## src/rtl/id_pkg.sv

```systemverilog
// id_pkg: shared widths, types and channel names for the ID operand unit
package id_pkg;
    localparam int NREG = 32;
    localparam int AW   = 5;
    localparam int DW   = 32;
    localparam int LATW = 4;
    typedef logic [AW-1:0]   reg_addr_t;
    typedef logic [DW-1:0]   word_t;
    typedef logic [LATW-1:0] lat_t;
    localparam reg_addr_t R0 = '0;
    typedef enum logic [1:0] {CH_EX, CH_MEM, CH_WB} fwd_chan_e;
endpackage

```

## src/rtl/id_fwd_mux.sv

```systemverilog
// id_fwd_mux: priority bypass select and RAW hazard flag for one read port
module id_fwd_mux
    import id_pkg::*;
#(
    parameter int NFWD  = 3,
    parameter int BR_EX = 0
) (
    input  logic               en_i,
    input  logic [AW-1:0]      addr_i,
    input  logic [DW-1:0]      rf_rdata_i,
    input  logic               cnt_busy_i,
    input  logic               branch_use_i,
    input  logic [NFWD-1:0]    fwd_we_i,
    input  logic [NFWD-1:0]    fwd_ready_i,
    input  logic [NFWD*AW-1:0] fwd_waddr_i,
    input  logic [NFWD*DW-1:0] fwd_wdata_i,
    output logic [DW-1:0]      rdata_o,
    output logic               hazard_o
);
    logic  hit, hit_ready, hit_ex;
    word_t hit_data;
    // scan oldest to youngest so the youngest matching channel overwrites
    always_comb begin
        hit       = 1'b0;
        hit_ready = 1'b0;
        hit_ex    = 1'b0;
        hit_data  = '0;
        for (int c = NFWD - 1; c >= 0; c--) begin
            if (fwd_we_i[c] && fwd_waddr_i[c*AW +: AW] == addr_i) begin
                hit       = 1'b1;
                hit_ready = fwd_ready_i[c];
                hit_ex    = (c == int'(CH_EX));
                hit_data  = fwd_wdata_i[c*DW +: DW];
            end
        end
    end
    logic raw;
    assign raw      = (addr_i != R0) && (hit ? (!hit_ready || (hit_ex && branch_use_i && BR_EX == 0)) : cnt_busy_i);
    assign hazard_o = en_i & raw;
    assign rdata_o  = (addr_i == R0) ? '0 : hit ? hit_data : rf_rdata_i;
endmodule

```

## src/rtl/id_operand_scoreboard.sv

```systemverilog
// id_operand_scoreboard: ID operand bypass, long-latency scoreboard and stall generation
module id_operand_scoreboard
    import id_pkg::*;
#(
    parameter int NRP   = 2,
    parameter int NFWD  = 3,
    parameter int BR_EX = 0
) (
    input  logic               clk_i,
    input  logic               rst_i,
    input  logic               flush_i,
    input  logic               id_stall_i,
    input  logic               issue_valid_i,
    input  logic               issue_wreg_i,
    input  logic [AW-1:0]      issue_waddr_i,
    input  logic [LATW-1:0]    issue_lat_i,
    input  logic               branch_use_i,
    input  logic [NRP-1:0]     rd_en_i,
    input  logic [NRP*AW-1:0]  rd_addr_i,
    input  logic [NRP*DW-1:0]  rf_rdata_i,
    input  logic [NFWD-1:0]    fwd_we_i,
    input  logic [NFWD-1:0]    fwd_ready_i,
    input  logic [NFWD*AW-1:0] fwd_waddr_i,
    input  logic [NFWD*DW-1:0] fwd_wdata_i,
    output logic [NRP*DW-1:0]  rdata_o,
    output logic               stall_o,
    output logic               busy_o,
    output logic [31:0]        stall_cnt_o
);
    lat_t         cnt_q [NREG];
    lat_t         cnt_d [NREG];
    logic         busy_d;
    logic [31:0]  stall_cnt_q;
    logic [NRP-1:0] raw;
    for (genvar p = 0; p < NRP; p++) begin : g_port
        id_fwd_mux #(.NFWD(NFWD), .BR_EX(BR_EX)) u_mux (
            .en_i        (rd_en_i[p]),
            .addr_i      (rd_addr_i[p*AW +: AW]),
            .rf_rdata_i  (rf_rdata_i[p*DW +: DW]),
            .cnt_busy_i  (cnt_q[rd_addr_i[p*AW +: AW]] != '0),
            .branch_use_i(branch_use_i),
            .fwd_we_i    (fwd_we_i),
            .fwd_ready_i (fwd_ready_i),
            .fwd_waddr_i (fwd_waddr_i),
            .fwd_wdata_i (fwd_wdata_i),
            .rdata_o     (rdata_o[p*DW +: DW]),
            .hazard_o    (raw[p])
        );
    end
    logic waw, fire, load;
    assign waw     = issue_wreg_i && issue_waddr_i != R0 && cnt_q[issue_waddr_i] > issue_lat_i;
    assign stall_o = issue_valid_i & ~flush_i & (|raw | waw);
    assign fire    = issue_valid_i & ~id_stall_i & ~stall_o & ~flush_i;
    assign load    = fire & issue_wreg_i & (issue_waddr_i != R0);
    // flush clears, an accepted writer loads its latency, everything else counts down
    always_comb begin
        busy_d = 1'b0;
        for (int r = 0; r < NREG; r++) begin
            cnt_d[r] = flush_i ? '0
                     : (load && issue_waddr_i == reg_addr_t'(r)) ? issue_lat_i
                     : (cnt_q[r] != '0) ? cnt_q[r] - 1'b1 : '0;
            busy_d   = busy_d | (cnt_d[r] != '0);
        end
    end
    // scoreboard, busy flag and saturating stall counter
    always_ff @(posedge clk_i) begin
        if (rst_i) begin
            for (int r = 0; r < NREG; r++) cnt_q[r] <= '0;
            busy_o      <= 1'b0;
            stall_cnt_q <= '0;
        end else begin
            for (int r = 0; r < NREG; r++) cnt_q[r] <= cnt_d[r];
            busy_o <= busy_d;
            if (stall_o && stall_cnt_q != '1) stall_cnt_q <= stall_cnt_q + 32'd1;
        end
    end
    assign stall_cnt_o = stall_cnt_q;
endmodule

```

## config.mk

```make
export PLATFORM = sky130hd
export DESIGN_NAME = id_operand_scoreboard
export DESIGN_NICKNAME = d
export VERILOG_FILES = /design/src/rtl/id_pkg.sv /design/src/rtl/id_fwd_mux.sv /design/src/rtl/id_operand_scoreboard.sv
export SDC_FILE = /design/constraint.sdc
export NUM_CORES = 1
export LEC_CHECK = 0
export CAP_MARGIN = 20
export CORE_UTILIZATION = 48
export DETAILED_ROUTE_END_ITERATION = 10
export PLACE_DENSITY = 0.79
export REMOVE_ABC_BUFFERS = 1
export SLEW_MARGIN = 20
export SYNTH_ARGS = -nofsm -noshare
export SYNTH_HDL_FRONTEND = slang
export SYNTH_SLANG_ARGS = --single-unit
```

## constraint.sdc

```tcl
create_clock -name clk_i -period 6.38 [get_ports clk_i]
set_input_delay 0.957 -clock clk_i [delete_from_list [all_inputs] [get_ports clk_i]]
set_output_delay 0.957 -clock clk_i [all_outputs]
set_load 0.03 [all_outputs]
```

==> results of run 1 <==
## area by class of cell
type / count / area (sq um)
fillers: 2492 / 9982
diodes: 13 / 32.53
flip-flops and latches: 161 / 3223
clock buffers: 18 / 439.2
multi-input cells: 1456 / 10140
inverters: 82 / 307.8
well taps: 384 / 480.5
repair buffers: 429 / 4110
clock inverters: 13 / 143.9
## layout by cell type (no fill, tap or decap), types with 16 or more instances in the layout
cell / n
clkdlybuf4s50_1: 269
nor2_1: 244
a21oi_1: 164
dfxtp_1: 161
nand2_1: 141
buf_4: 139
nor3_1: 88
inv_1: 78
ha_1: 69
mux2i_1: 58
o21ai_0: 58
mux4_2: 49
xor2_1: 46
nand3_1: 45
nor4_1: 38
xnor2_1: 38
or3_1: 35
o22ai_1: 34
o221ai_1: 34
nor2b_1: 34
mux2_2: 33
a221o_1: 32
nand4_1: 31
nand2b_1: 21
clkbuf_16: 17
buf_12: 17
a211oi_1: 16
## registers in the layout (all words and copies together) (netlist names)
name,count
busy_o,1
cnt_q,128
stall_cnt_o,32
## cells by family (layout without fill, tap and decap cells)
group / after synthesis / count (layout) / synth area share
AO/OA/AOI/OAI: 403 / 403 / 0.1855
XOR/XNOR: 84 / 84 / 0.05204
multiplexers: 140 / 140 / 0.1454
adder cells (fa/ha/maj): 69 / 69 / 0.06107
AND/OR/NAND/NOR: 760 / 760 / 0.2718
other: 0 / 13 / 0
flip-flops: 161 / 161 / 0.2280
buffers and inverters: 200 / 542 / 0.05612
## worst min-delay path by stage
stage               slack [ns]                    from  cells past startpoint                endpoint
floorplan                 0.44  cnt_q[0][0]$_SDFF_PP0_                      1  cnt_q[0][0]$_SDFF_PP0_
global placement          0.48  cnt_q[0][0]$_SDFF_PP0_                      1  cnt_q[0][0]$_SDFF_PP0_
detailed placement        0.50  cnt_q[0][0]$_SDFF_PP0_                      1  cnt_q[0][0]$_SDFF_PP0_
CTS                       0.51  cnt_q[0][0]$_SDFF_PP0_                      1  cnt_q[0][0]$_SDFF_PP0_
global route              0.54  cnt_q[0][0]$_SDFF_PP0_                      1  cnt_q[0][0]$_SDFF_PP0_
finish                    0.51  cnt_q[0][0]$_SDFF_PP0_                      1  cnt_q[0][0]$_SDFF_PP0_
## metal layers
| metal | vias up | wire (um) |
|---|---|---|
| li1 | 7366 | - |
| met1 | 8089 | 26330 |
| met2 | 1300 | 30290 |
| met3 | 277 | 9279 |
| met4 | 2 | 4256 |
| met5 | - | 13 |
## report_power, final
part           internal [mW]  total, mW  switching [mW]
sequential              1.02       1.04          0.0246
clock                  0.562       1.06           0.494
combinational          0.376      0.848           0.472
total                   1.96       2.95           0.991
## critical path, cell delays in order
cell and delay [ns]:
buf_2 0.14, buf_12 0.19, mux4_2 0.52, mux4_2 0.50, mux2_2 0.28, ha_1 0.28, nor2b_1 0.14, o211ai_1 0.15
a21oi_1 0.14, a311oi_2 0.22, o2111ai_1 0.18, o41a_1 0.50, buf_12 0.18, buf_4 0.18, nor2_2 0.21, inv_2 0.17
buf_12 0.18
## through the flow
step	TNS [ns]	worst slack (ns)	cells
3_5_place_dp	-0.2621	-0.2621	2512
6_report	0	0.2805	2556
4_1_cts	0	0.03687	2543
5_1_grt	0	0.07168	2553
3_3_place_gp	-0.1215	-0.1215	2512
2_1_floorplan	0	0.3360	1699
## timing repair
item	CTS	global route
gates resized for setup	0	2
setup endpoints to repair	0	2
endpoints found under the hold margin	0	0
buffers inserted	0	0
==> results_dict.tcl, run 1 <==
set metrics [dict create \
    outcome "complete, no violations" \
    cts_tree "built" \
    grt_overflow 0 \
    detail_route.wl_per_cell_um 27.45 \
    hold_slack_ns 0.5143 \
    finalCriticalPeriod_ns 6.099 \
    final_net_count 2425 \
    synth.largest_area_cell "dfxtp_1" \
    finalWeightedCongestion 1.061 \
    clk_latency_ns 0.46 \
    startpoint "issue_waddr_i[0]" \
    clock_sink_count 161 \
    cell_area_after_technology_mapping_sq_um 14140 \
    post_dp_cell_area_sq_um 18250 \
    grt_pass1_wl_mm 102.5 \
    finalCoreUtilization 0.6541 \
    via_count_of_the_first_global_routing_pass 15977 \
    cts.htree.levels 4 \
    clock_path_buffers 2 \
    yosys-top-cells-area "dfxtp_1 23%, mux4_2 7.8%, nor2_1 6.5%, ha_1 6.1%, a21oi_1 5.8%" \
    route.antenna.remaining_nets 0 \
    endpoint_kind "primary output" \
    drc_errors 0 \
    antenna_found_initial 14 \
    dp.final_hpwl_mm 55.05 \
    timing.final.hold_violations 0 \
    core.rowCount 62 \
    ioPinCount 307 \
    grt.met3_usage 0.1513 \
    cell_count_after_synthesis 1817 \
    synth-seq-cells 161 \
    cts_buffers 17 \
    vias 17034 \
    seq_area_frac_synth 0.2280 \
    place.port_buffers 306 \
    top_cell_type_s_share_of_synthesized_area 0.2280 \
    power_density_nw_per_um2 156.1 \
    grt_most_used_layer "met2" \
    fin_skew_ns 0.01972 \
    yosysUniqueCellTypes 77 \
    postSynthAreaPerCell_sq_um 7.780 \
    maximum_number_of_pins_on_one_net_before_global_route_repair 89 \
    route.final.wire_length_mm 70.17 \
    synth_enable_flop_cells 0 \
    drv_slew 0 \
    area_growth_syn_to_layout_pct 33.53 \
    stdcell_area_sq_um 18880 \
    ff2ff_setup_slack_ns 0.88 \
    drv.max_cap_violation_count 0 \
    initial_core_util 0.4899 \
    area_of_the_die_sq_um 30140 \
    drt-pass1-iter-count 5 \
    min-delay-path-class "reg2reg" \
    synthTopCellsByCount "245 x nor2_1, 165 x a21oi_1, 161 x dfxtp_1, 141 x nand2_1, 89 x nor3_1" \
    final-setup-viol-count 0 \
    clkTransAtPathRegs_ns 0.07 \
    worst_r2r_startpoint "cnt_q[30][1]$_SDFF_PP0_" \
    gr-usage-met2 0.6881 \
    terminus_of_the_critical_flop_to_flop_path "busy_o$_SDFF_PP0_" \
    crit_type "in2out" \
    fmax_mhz 163.9 \
    detailedRoute.firstIterationViolations 2031 \
    yosysWarnings 0 \
    timing.critical_path.to "stall_o" \
    die_outline_height_um 173.6 \
    max_slew_margin 0.2954 \
    timing_worst_slew_pin_value_ns 1.057 \
    final_layout_size_suffix_gt1_frac 0.1454 \
    number_of_hold_repair_buffers_added_at_the_cts_stage 0 \
    crit_required_ns 5.42 \
    critical_path.startpoint_type "input pin" \
    reg2reg_depth 18 \
    timing.final.crit_share 0.9560 \
    ir_drop_v 0.0001682 \
    worst-endpoint-arrival_ns 5.14 \
    track_usage 0.4529 \
    grt_setup_unrepaired "false" \
    static-leakage-power_nw 7.306 \
    cts_root_buffer "clkbuf_16" \
    yosysMostFrequentCell "nor2_1" \
    crit_path_max_fanout 16 \
    report.power.total_mw 2.947 \
    die_width_um 173.6 \
    synth_top_flop_cell "dfxtp_1" \
    gr-usage-met1 0.5627 \
    asyncSetResetFlopFracSynth 0 \
    core_area_sq_um 28860 \
    avgViaCountPerCell 6.664 \
]
Note: power is estimated with default switching activity, not from simulation.
==> run 2: changes to the inputs <==
--- a/config.mk
+++ b/config.mk
@@ -8,6 +8,7 @@
 export CAP_MARGIN = 20
 export CORE_UTILIZATION = 48
 export DETAILED_ROUTE_END_ITERATION = 10
+export MAX_ROUTING_LAYER = met4
 export PLACE_DENSITY = 0.79
 export REMOVE_ABC_BUFFERS = 1
 export SLEW_MARGIN = 20
==> run 2 against run 1 <==
Effect of this change:
- sequential share of layout area is essentially flat
- cell count fell by 0.20%
- clock skew shrank 0.0052 ns
- critical endpoint unchanged
==> results_dict.tcl, run 2 (same netlist as run 1, synthesis figures left out) <==
set metrics [dict create \
    fin_skew_ns 0.01448 \
    final_layout_size_suffix_gt1_frac 0.1446 \
    fillCellCount 2542 \
    initial_core_util 0.4899 \
    power_density_nw_per_um2 156.4 \
    number_of_hold_repair_buffers_added_at_the_cts_stage 0 \
    route.antenna.remaining_nets 0 \
    ir_drop_v 0.0001917 \
    cts_tree "built" \
    final_cell_mix "269 x clkdlybuf4s50_1, 244 x nor2_1, 164 x a21oi_1" \
    timing_worst_slew_pin_value_ns 1.143 \
    seqCellArea_sq_um 3223 \
    finalCriticalPeriod_ns 6.192 \
    dp.final_hpwl_mm 55.42 \
    route.final.wire_length_mm 70.75 \
    crit_required_ns 5.42 \
    ff2ff_setup_slack_ns 0.91 \
    grt_pass1_wl_mm 103.6 \
    final_net_count 2423 \
    die_outline_height_um 173.6 \
    clkTransAtPathRegs_ns 0.08 \
    drc_errors 0 \
    timing.final.hold_violations 0 \
    multi_input_comb_area_sq_um 10140 \
    ioPinCount 307 \
    cts_root_buffer "clkbuf_16" \
    die_width_um 173.6 \
    outcome "complete, no violations" \
    crit_type "in2out" \
    area_of_the_die_sq_um 30140 \
    core_area_sq_um 28860 \
    fmax_mhz 161.5 \
    avgViaCountPerCell 6.655 \
    endpoint_kind "primary output" \
    place.port_buffers 306 \
    final_common_cell "clkdlybuf4s50_1" \
    core.rowCount 62 \
    drv_slew 0 \
    detailedRoute.firstIterationViolations 2503 \
    area_growth_syn_to_layout_pct 33.39 \
    min-delay-path-class "reg2reg" \
    antenna_found_initial 10 \
    cts_buffers 17 \
    drv.max_cap_violation_count 0 \
    top_register "cnt_q" \
    stdcell_area_sq_um 18860 \
    detail_route.wl_per_cell_um 27.73 \
    via_count_of_the_first_global_routing_pass 16079 \
    flip_flop_count_of_the_largest_register_after_layout 128 \
    cts.htree.levels 4 \
    timing.final.crit_share 0.9705 \
    hold_slack_ns 0.5006 \
    grt_setup_unrepaired "false" \
    track_usage 0.4711 \
    grt_overflow 0 \
    max_slew_margin 0.2366 \
    post_dp_cell_area_sq_um 18220 \
    critical_path.startpoint_type "input pin" \
    vias 16977 \
    worst-endpoint-arrival_ns 5.23 \
    drt-pass1-iter-count 6 \
    clock_sink_count 161 \
    clock_path_buffers 2 \
    clk_latency_ns 0.45 \
    final-setup-viol-count 0 \
    static-leakage-power_nw 7.304 \
    finalWeightedCongestion 1.079 \
    crit_path_max_fanout 22 \
    maximum_number_of_pins_on_one_net_before_global_route_repair 71 \
]
## run 2: cell count changes in the layout (fill, tap and decap cells not counted), sizes merged
cell,delta
buf,-3
clkbuf,+1
diode,-3
clkinvlp,-1
inv,+1
## run 2: critical path, stage by stage
cell       delay (ns)
buf_2            0.15
buf_12           0.22
mux4_2           0.53
mux4_2           0.51
mux2_2           0.29
ha_1             0.28
nor2b_1          0.13
o211ai_1         0.16
a21oi_1          0.15
a311oi_2         0.22
o2111ai_1        0.17
o41a_1           0.50
buf_12           0.18
buf_12           0.15
nor2_2           0.20
inv_2            0.09
buf_4            0.16
buf_12           0.13
## run 2: cell type report
class                   instances  area share
inverters                      82     0.01632
well taps                     384     0.02548
clock inverters                13    0.007697
clock buffers                  18     0.02329
flip-flops and latches        161      0.1709
multi-input cells            1456      0.5377
diodes                         10    0.001327
repair buffers                427      0.2173
## run 2: metal layers
metal | vias to the layer above | GRT usage | wire length (um) | share of wire
met5 | - | - | 0 | 0
met4 | 0 | 0.2365 | 3964 | 0.056
met3 | 258 | 0.1272 | 9148 | 0.13
met2 | 1302 | 0.7041 | 31020 | 0.44
met1 | 8051 | 0.5836 | 26620 | 0.38
li1 | 7366 | - | - | -
## run 2: final timing paths
kind         cells after the start                     end               startpoint
min reg2reg                      1  cnt_q[0][0]$_SDFF_PP0_   cnt_q[0][0]$_SDFF_PP0_
min                              1  cnt_q[0][0]$_SDFF_PP0_   cnt_q[0][0]$_SDFF_PP0_
max                             18                 stall_o         issue_waddr_i[0]
max reg2reg                     18       busy_o$_SDFF_PP0_  cnt_q[27][1]$_SDFF_PP0_
## run 2: timing repair
item	4_1_cts	5_1_grt
buffers inserted	0	0
setup endpoints to repair	0	2
gates resized for setup	0	1
## run 2: power breakdown
group / internal [mW] / switching (mW) / leakage (nW)
registers: 1.02 / 0.0249 / 1.30
logic: 0.377 / 0.475 / 5.71
clock network: 0.564 / 0.490 / 0.292
## run 2: metrics by stage
step | TNS, ns | setup slack [ns] | util | power, mW | cells
6_report | 0 | 0.1883 | 0.6534 | 2.949 | 2551
5_1_grt | 0 | 0.03849 | 0.6534 | 3.028 | 2551
4_1_cts | 0 | 0.03053 | 0.6516 | 2.924 | 2540
3_5_place_dp | -0.1964 | -0.1964 | 0.6313 | 1.889 | 2509
3_3_place_gp | -0.1443 | -0.1443 | 0.6313 | 1.885 | 2509
2_1_floorplan | 0 | 0.3360 | - | 1.425 | 1699
